**src/rtl/memory_access_arbiter_if.sv**
```systemverilog
// rtl/memory_access_arbiter_if.sv - requester and shared-memory signals of memory_access_arbiter
interface memory_access_arbiter_if #(
  parameter int NUM_REQ    = 3,
  parameter int data_width = 8,
  parameter int addr_width = 8
);
  logic [NUM_REQ-1:0]            access_request;
  logic [NUM_REQ-1:0]            access_granted;
  logic [NUM_REQ*addr_width-1:0] req_addr;
  logic [NUM_REQ*data_width-1:0] req_data;
  logic [NUM_REQ-1:0]            req_wren;
  logic [data_width-1:0]         req_q;
  logic [addr_width-1:0]         mem_addr;
  logic [data_width-1:0]         mem_data;
  logic                          mem_wren;
  logic [data_width-1:0]         mem_q;

  // master: the requesters plus memory; slave: the arbiter
  modport master (
    output access_request, req_addr, req_data, req_wren, mem_q,
    input  access_granted, req_q, mem_addr, mem_data, mem_wren
  );

  modport slave (
    input  access_request, req_addr, req_data, req_wren, mem_q,
    output access_granted, req_q, mem_addr, mem_data, mem_wren
  );
endinterface

```
**src/rtl/memory_access_arbiter.sv**
```systemverilog
// rtl/memory_access_arbiter.sv - IDLE/GRANTED shared-memory arbiter; fixed priority by default,
// round robin when ARBITER_ROUND_ROBIN_EN is defined.
module memory_access_arbiter #(
  parameter int NUM_REQ    = 3,
  parameter int data_width = 8,
  parameter int addr_width = 8
) (
  input logic                    clk,
  input logic                    reset,
  memory_access_arbiter_if.slave bus
);
  localparam int IDX_W = (NUM_REQ > 1) ? $clog2(NUM_REQ) : 1;

  typedef enum logic {IDLE = 1'b0, GRANTED = 1'b1} state_t;

  state_t           state, state_next;
  logic [IDX_W-1:0] owner, owner_next;
  logic [IDX_W-1:0] pick;
  logic             pick_valid;

`ifdef ARBITER_ROUND_ROBIN_EN
  logic [IDX_W-1:0] last_owner;

  // Walk from farthest to nearest so the requester right after last_owner wins.
  always_comb begin
    int               j;
    logic [IDX_W-1:0] idx;
    j          = 0;
    idx        = '0;
    pick       = '0;
    pick_valid = 1'b0;
    for (int k = NUM_REQ; k >= 1; k--) begin
      j = int'(last_owner) + k;
      if (j >= NUM_REQ) j = j - NUM_REQ;
      idx = IDX_W'(j);
      if (bus.access_request[idx]) begin
        pick       = idx;
        pick_valid = 1'b1;
      end
    end
  end

  always_ff @(posedge clk or posedge reset) begin
    if (reset)
      last_owner <= IDX_W'(NUM_REQ - 1);
    else if (state == IDLE && pick_valid)
      last_owner <= pick;
  end
`else
  always_comb begin
    pick       = '0;
    pick_valid = 1'b0;
    for (int i = NUM_REQ - 1; i >= 0; i--) begin
      if (bus.access_request[i]) begin
        pick       = IDX_W'(i);
        pick_valid = 1'b1;
      end
    end
  end
`endif

  always_ff @(posedge clk or posedge reset) begin
    if (reset) begin
      state <= IDLE;
      owner <= '0;
    end else begin
      state <= state_next;
      owner <= owner_next;
    end
  end

  // A release always lands in IDLE, so back-to-back grants get a gap cycle.
  always_comb begin
    state_next = state;
    owner_next = owner;
    case (state)
      IDLE: begin
        if (pick_valid) begin
          state_next = GRANTED;
          owner_next = pick;
        end
      end
      GRANTED: begin
        if (!bus.access_request[owner])
          state_next = IDLE;
      end
    endcase
  end

  always_comb begin
    bus.access_granted = '0;
    bus.mem_addr       = '0;
    bus.mem_data       = '0;
    bus.mem_wren       = 1'b0;
    if (state == GRANTED) begin
      for (int i = 0; i < NUM_REQ; i++) begin
        if (owner == IDX_W'(i)) begin
          bus.access_granted[i] = 1'b1;
          bus.mem_addr          = bus.req_addr[i*addr_width +: addr_width];
          bus.mem_data          = bus.req_data[i*data_width +: data_width];
          bus.mem_wren          = bus.req_wren[i];
        end
      end
    end
  end

  assign bus.req_q = bus.mem_q;
endmodule

```
**src/flat_wrapper.sv**
```systemverilog
// flat-port wrapper written by rule: the top's interface ports become plain ports
module memory_access_arbiter_flat 
#(
  parameter int NUM_REQ    = 3,
  parameter int data_width = 8,
  parameter int addr_width = 8
)
  (clk, reset, bus_access_request, bus_req_addr, bus_req_data, bus_req_wren, bus_mem_q, bus_access_granted, bus_req_q, bus_mem_addr, bus_mem_data, bus_mem_wren);
  memory_access_arbiter_if #(.NUM_REQ(NUM_REQ), .data_width(data_width), .addr_width(addr_width)) bus_i ();
  input logic clk;
  input logic reset;
  input wire logic [$bits(bus_i.access_request)-1:0] bus_access_request;
  input wire logic [$bits(bus_i.req_addr)-1:0] bus_req_addr;
  input wire logic [$bits(bus_i.req_data)-1:0] bus_req_data;
  input wire logic [$bits(bus_i.req_wren)-1:0] bus_req_wren;
  input wire logic [$bits(bus_i.mem_q)-1:0] bus_mem_q;
  output wire logic [$bits(bus_i.access_granted)-1:0] bus_access_granted;
  output wire logic [$bits(bus_i.req_q)-1:0] bus_req_q;
  output wire logic [$bits(bus_i.mem_addr)-1:0] bus_mem_addr;
  output wire logic [$bits(bus_i.mem_data)-1:0] bus_mem_data;
  output wire logic [$bits(bus_i.mem_wren)-1:0] bus_mem_wren;
  assign bus_i.access_request = bus_access_request;
  assign bus_i.req_addr = bus_req_addr;
  assign bus_i.req_data = bus_req_data;
  assign bus_i.req_wren = bus_req_wren;
  assign bus_i.mem_q = bus_mem_q;
  assign bus_access_granted = bus_i.access_granted;
  assign bus_req_q = bus_i.req_q;
  assign bus_mem_addr = bus_i.mem_addr;
  assign bus_mem_data = bus_i.mem_data;
  assign bus_mem_wren = bus_i.mem_wren;
  memory_access_arbiter #(.NUM_REQ(NUM_REQ), .data_width(data_width), .addr_width(addr_width)) u_core (.clk(clk), .reset(reset), .bus(bus_i));
endmodule
```
**config.mk**
```make
export PLATFORM = sky130hd
export DESIGN_NAME = memory_access_arbiter_flat
export DESIGN_NICKNAME = d
export VERILOG_FILES = /design/src/rtl/memory_access_arbiter_if.sv /design/src/rtl/memory_access_arbiter.sv /design/src/flat_wrapper.sv
export SDC_FILE = /design/constraint.sdc
export NUM_CORES = 1
export LEC_CHECK = 0
export CAP_MARGIN = 20
export CORE_MARGIN = 1
export CORE_UTILIZATION = 25
export CTS_CLUSTER_DIAMETER = 120
export DETAILED_ROUTE_END_ITERATION = 8
export HOLD_SLACK_MARGIN = 0.1
export PLACE_DENSITY = 0.83
export SYNTH_ARGS = -nofsm -noshare
export SYNTH_HDL_FRONTEND = slang
export SYNTH_SLANG_ARGS = --single-unit
```
**constraint.sdc**
```tcl
create_clock -name clk -period 1.35 [get_ports clk]
set_clock_uncertainty 0.1 [all_clocks]
set_input_delay 0.27 -clock clk [delete_from_list [all_inputs] [get_ports clk]]
set_output_delay 0.27 -clock clk [all_outputs]
set_load 0.01 [all_outputs]
```
==> results.sh, run 1 <==
export IMPL_final_cell_mix="55 x clkdlybuf4s50_1, 21 x buf_2, 17 x mux2i_1, 17 x or2_1, 17 x a21boi_2"
export IMPL_fin_util=0.533
export IMPL_pin_count=92
export IMPL_pre_cts_ws_ns=-0.690
export IMPL_clock_root_buffer="clkbuf_4"
export IMPL_synth_ff_type="dfrtp_1"
export IMPL_dpl_hpwl_um=1990
export IMPL_grt_antenna_before_repair=0
export IMPL_crit_top_cell="buf_6"
export IMPL_syn_avg_cell_area_um2=7.81
export IMPL_synth_seq_area_share=0.0906
export IMPL_critPathArrivalTime_ns=1.46
export IMPL_grt_pass1_vias=966
export IMPL_synth_top_area_cell="mux2i_1"
export IMPL_whs_ns=0.109
export IMPL_path_max_fanout=5
export IMPL_cts_sinks=3
export IMPL_wirelength_um=2580
export IMPL_synth_edf_count=0
export IMPL_cts_tree="yes"
export IMPL_cp_start_kind="flip-flop"
export IMPL_ys_types=22
export IMPL_grt_setup_unrepaired="true"
export IMPL_fp_dieH_um=59.6
export IMPL_slowest_stage="dfrtp_1"
export IMPL_power_leakage_nw=0.721
export IMPL_rows=20
export IMPL_track_usage=0.146
export IMPL_fin_nets=252
export IMPL_via_per_inst=4.35
export IMPL_initial_core_util=0.267
export IMPL_period_share=1.35
export IMPL_syn_cell_area_um2=828
export IMPL_drc=0
export IMPL_drt_iter0_markers=17
export IMPL_maxSlewViolCount=0
export IMPL_vias=1006
export IMPL_yosysWarnings=0
export IMPL_clockBufferDepth=2
export IMPL_die_x_um=59.6
export IMPL_path_cells="buf_6, buf_6, mux2i_1, or2_1, a21boi_2, buf_2"
export IMPL_syn_inst=106
export IMPL_cts_inserted_buffers=3
export IMPL_die_area_um2=3550
export IMPL_drv_cap=0
export IMPL_total_power_mw=2.73
export IMPL_clk_pin_slew_ns=0.04
export IMPL_fmax_mhz=547
export IMPL_area_growth_pct=99.8
export IMPL_worst_pin_slew_ns=0.216
export IMPL_required_ns=0.98
export IMPL_vdd_drop_max_mv=0.773
export IMPL_layout_commonest_cell="clkdlybuf4s50_1"
export IMPL_clk_latency_ns=0.23
export IMPL_ys_seq_elements=3
export IMPL_violations="negative setup slack"
export IMPL_worst_slack_ns=-0.477
export IMPL_hp_class="input port to asynchronous set/reset pin"
export IMPL_ant_nets=0
export IMPL_gr_total_overflow=0
export IMPL_core_area_um2=3100
export IMPL_path_class="flip-flop to output port"
export IMPL_hold_violations=0
export IMPL_drive_gt1_frac=0.358
export IMPL_gp_congestion=0.704
export IMPL_cellPowerDensity_nw_per_um2=1650
export IMPL_synth_fp_nets=170
export IMPL_max_stage_delay_ns=0.38
export IMPL_htree_levels=1
export IMPL_cp_end_kind="output port"
export IMPL_status="finished with violations"
export IMPL_wire_per_inst_um=11.2
export IMPL_diodes=0
export IMPL_synth_area_leaders="mux2i_1 21%, a21boi_2 14%, or2_1 13%, dfrtp_1 9.1%, buf_4 8.2%"
export IMPL_grt_max_degree=19
export IMPL_setup_viol=21
export IMPL_synth_top_cell_area_share=0.205
export IMPL_port_buffers=75
export IMPL_grt_pass1_wl_um=3930
export IMPL_fin_tns_setup_ns=-8.55
export IMPL_fillCellCount=332
export IMPL_dr_pass1_iters=2
export IMPL_synth_async_reset_ratio=1.00
export IMPL_relSlewSlack=0.855
export IMPL_min_period_ns=1.83
==> final timing paths <==
path	to	cells after the start	slack, ns	from
setup / recovery	bus_mem_addr[1]	6	-0.48	u_core.owner[1]
hold / removal	u_core.owner[0]	2	0.11	reset
setup reg to reg	u_core.state	6	-0.18	u_core.owner[1]
hold reg to reg	u_core.owner[0]	3	0.56	u_core.state
max in group asynchronous	u_core.owner[1]	2	0.92	reset
min in group clk	bus_req_q[1]	0	0.44	bus_mem_q[1]
==> per-stage QoR <==
step | instance area, um^2 | std cells
4_1_cts | 1650 | 231
5_1_grt | 1660 | 231
3_3_place_gp | 1640 | 223
6_report | 1660 | 231
2_1_floorplan | 855 | 106
3_5_place_dp | 1640 | 223
==> what timing repair did <==
action	in CTS	in global routing
pin swaps	4	4
hold buffers	0	0
hold endpoints to repair	0	0
cloned	1	0
resized for setup	97	1
setup endpoints to repair	21	21
setup buffers	3	1
==> where the power goes <==
| part | switching (mW) | internal, mW | leakage (nW) |
|---|---|---|---|
| sequential | 0.0410 | 0.135 | 0.0364 |
| combinational | 1.05 | 1.35 | 0.670 |
| clock | 0.0475 | 0.111 | 0.0150 |
| total | 1.14 | 1.59 | 0.721 |
==> Yosys cell counts (2+ instances only) <==
| cell | count |
|---|---|
| nor2_1 | 4 |
| inv_1 | 2 |
| mux2i_1 | 17 |
| a21boi_2 | 10 |
| nand2b_1 | 2 |
| or2_1 | 17 |
| buf_12 | 2 |
| clkbuf_1 | 4 |
| buf_6 | 2 |
| a21boi_1 | 7 |
| dfrtp_1 | 3 |
| nand2_1 | 18 |
| buf_4 | 9 |
==> per-layer routing <==
metal	up-vias	global-route usage	wire length, um
li1	507	-	-
met1	444	0.159	1020
met2	51	0.268	1280
met3	4	0.0437	251
met4	0	0.0498	28
met5	-	0	0
==> final cells by class <==
cell class	count	area, um^2	area share
Sequential cell	3	75.1	0.0454
Multi-Input combinational cell	84	662	0.400
Inverter	2	7.51	0.00454
Clock buffer	4	26.3	0.0159
Tap cell	44	55.1	0.0333
Timing Repair Buffer	94	830	0.501
==> logic make-up after synthesis <==
logic type,count (synthesis),synth area share
AND/OR/NAND/NOR,45,0.276
AO/OA/AOI/OAI,22,0.243
buffers and inverters,19,0.184
multiplexers,17,0.205
flip-flops,3,0.0906
==> registers in the layout (all words and copies together) (netlist names) <==
signal / flops
u_core.owner: 2
u_core.state: 1
==> worst max-delay path, delay by kind of cell, from the launching register on <==
| kind | cells | cell delay [ns] |
|---|---|---|
| AO/OA/AOI/OAI | 1 | 0.11 |
| buffers and inverters | 3 | 0.40 |
| flip-flops | 1 | 0.38 |
| multiplexers | 1 | 0.11 |
| AND/OR/NAND/NOR | 1 | 0.24 |
No activity file was read; power rests on OpenSTA's default activity.
==> inputs of run 2 (changes only) <==
CORE_ASPECT_RATIO = 1.25   (was default)
SLEW_MARGIN = 20   (was default)
==> run 2 against run 1 <==
The flow still finishes with violations (negative setup slack); cell area unchanged; final cell count down 3.9%; clock power up 65%; power up 4.4%; combinational power about the same; core utilization down 1.5 points; critical path depth down 1; flip-flop and latch count unchanged; sequential power up 16%; clock-buffer cell count unchanged.
==> results.sh, run 2 (synthesized netlist as in run 1, its figures left out) <==
export IMPL_critPathArrivalTime_ns=1.44
export IMPL_cts_sinks=3
export IMPL_largest_register_ffs=2
export IMPL_clk_pin_slew_ns=0.03
export IMPL_cts_inserted_buffers=3
export IMPL_clk_latency_ns=0.21
export IMPL_pwr_share_clk=0.091
export IMPL_layout_commonest_cell="clkdlybuf4s50_1"
export IMPL_wire_per_inst_um=12.3
export IMPL_worst_pin_slew_ns=0.140
export IMPL_swShare=0.404
export IMPL_whs_ns=0.138
export IMPL_dpl_hpwl_um=2080
export IMPL_die_x_um=53.5
export IMPL_cp_end_kind="output port"
export IMPL_required_ns=0.98
export IMPL_status="finished with violations"
export IMPL_gp_congestion=0.595
export IMPL_placedCellCount=215
export IMPL_vias=1027
export IMPL_cts_tree="yes"
export IMPL_final_cell_mix="55 x clkdlybuf4s50_1, 20 x buf_2"
export IMPL_path_max_fanout=8
export IMPL_r2r_start="u_core.owner[1]"
export IMPL_period_share=1.34
export IMPL_hold_violations=0
export IMPL_fin_nets=250
export IMPL_port_buffers=75
export IMPL_pin_count=92
export IMPL_path_class="flip-flop to output port"
export IMPL_fin_tns_setup_ns=-8.12
export IMPL_total_power_mw=2.85
export IMPL_ant_nets=0
export IMPL_p_sw_mw=1.15
export IMPL_setup_viol=21
export IMPL_wirelength_um=2720
export IMPL_drc=0
export IMPL_regMostFlops="u_core.owner"
export IMPL_reg_top3="u_core.owner: 2 flops, u_core.state: 1 flops"
export IMPL_rows=23
export IMPL_stdcell_area_um2=1660
export IMPL_p_int_mw=1.70
export IMPL_grt_max_degree=12
export IMPL_reg2reg_depth=5
export IMPL_grt_pass1_wl_um=4000
export IMPL_gr_total_overflow=0
export IMPL_worst_slack_ns=-0.459
export IMPL_seq_power_share=0.072
export IMPL_violations="negative setup slack"
export IMPL_drt_iter0_markers=19
export IMPL_track_usage=0.155
export IMPL_place_area_um2=1640
export IMPL_core_area_um2=3190
export IMPL_dr_pass1_iters=2
export IMPL_hp_class="input port to asynchronous set/reset pin"
export IMPL_via_per_inst=4.63
export IMPL_cp_start_kind="flip-flop"
export IMPL_r2r_end="u_core.state"
export IMPL_fillCellCount=307
export IMPL_grt_pass1_vias=954
export IMPL_relSlewSlack=0.904
export IMPL_area_growth_pct=99.8
export IMPL_clock_root_buffer="clkbuf_8"
export IMPL_cellPowerDensity_nw_per_um2=1720
export IMPL_vdd_drop_max_mv=1.09
export IMPL_fp_dieH_um=66.4
export IMPL_critPathLaunch="u_core.owner[1]"
export IMPL_fmax_mhz=553
export IMPL_min_period_ns=1.81
export IMPL_initial_core_util=0.259
export IMPL_grt_setup_unrepaired="true"
export IMPL_r2r_setup_slack_ns=-0.14
export IMPL_die_area_um2=3550
export IMPL_final_cell_count_no_fill=222
export IMPL_clockBufferDepth=2
export IMPL_drv_cap=0
export IMPL_diodes=0
export IMPL_power_leakage_nw=0.722
export IMPL_pre_cts_ws_ns=-0.703
export IMPL_maxSlewViolCount=0
export IMPL_grt_antenna_before_repair=0
export IMPL_fin_util=0.518
export IMPL_htree_levels=1
export IMPL_combPwrFrac=0.837
export IMPL_drive_gt1_frac=0.330
[run 2: cell count changes in the layout (fill, tap and decap cells not counted), moves of 3 or more]
cell	delta
clkbuf_8	+3
nand2_1	+3
buf_6	-3
nand2_2	-3
clkbuf_4	-3
[run 2: layout make-up]
cell class,instances,area (um^2),area share
clock buffer,4,45.0,0.0272
inverter,2,7.51,0.00454
multi-input combinational,84,642,0.388
sequential,3,76.3,0.0461
tap,37,46.3,0.0280
timing repair buffer,92,838,0.506
[run 2: power groups by stage]
stage / combinational, mW / sequential (mW) / clock, mW
6_report: 2.39 / 0.205 / 0.260
5_1_grt: 2.60 / 0.213 / 0.272
4_1_cts: 2.38 / 0.207 / 0.267
3_5_place_dp: 2.54 / 0.184 / 0
3_3_place_gp: 2.53 / 0.183 / 0
2_1_floorplan: 1.49 / 0.172 / 0
[run 2: how the worst max path moves through the flow]
stage / slack [ns] / end / cells past startpoint
5_1_grt: -0.52 / bus_mem_data[1] / 5
4_1_cts: -0.48 / bus_mem_addr[0] / 5
3_3_place_gp: -0.70 / bus_mem_addr[0] / 5
2_1_floorplan: -0.13 / bus_mem_data[1] / 5
3_5_place_dp: -0.70 / bus_mem_addr[2] / 5
6_report: -0.46 / bus_mem_addr[0] / 5
[run 2: metal layers]
metal,vias to the layer above,wire [um],track usage
met5,-,0,0
met2,50,1400,0.295
met1,469,1000,0.155
li1,506,-,-
met3,2,299,0.0253
met4,0,15,0.0724
[run 2: repair_timing]
item,in CTS,in global routing
setup endpoints to repair,21,21
buffers inserted,1,2
gates cloned,1,0
hold buffers,0,0
resized for setup,89,2
[run 2: worst max-delay path, stage by stage (launching register included)]
cell,delay [ns]
dfrtp_2,0.46
buf_12,0.17
mux2i_1,0.11
or2_1,0.22
a21boi_2,0.12
buf_2,0.14
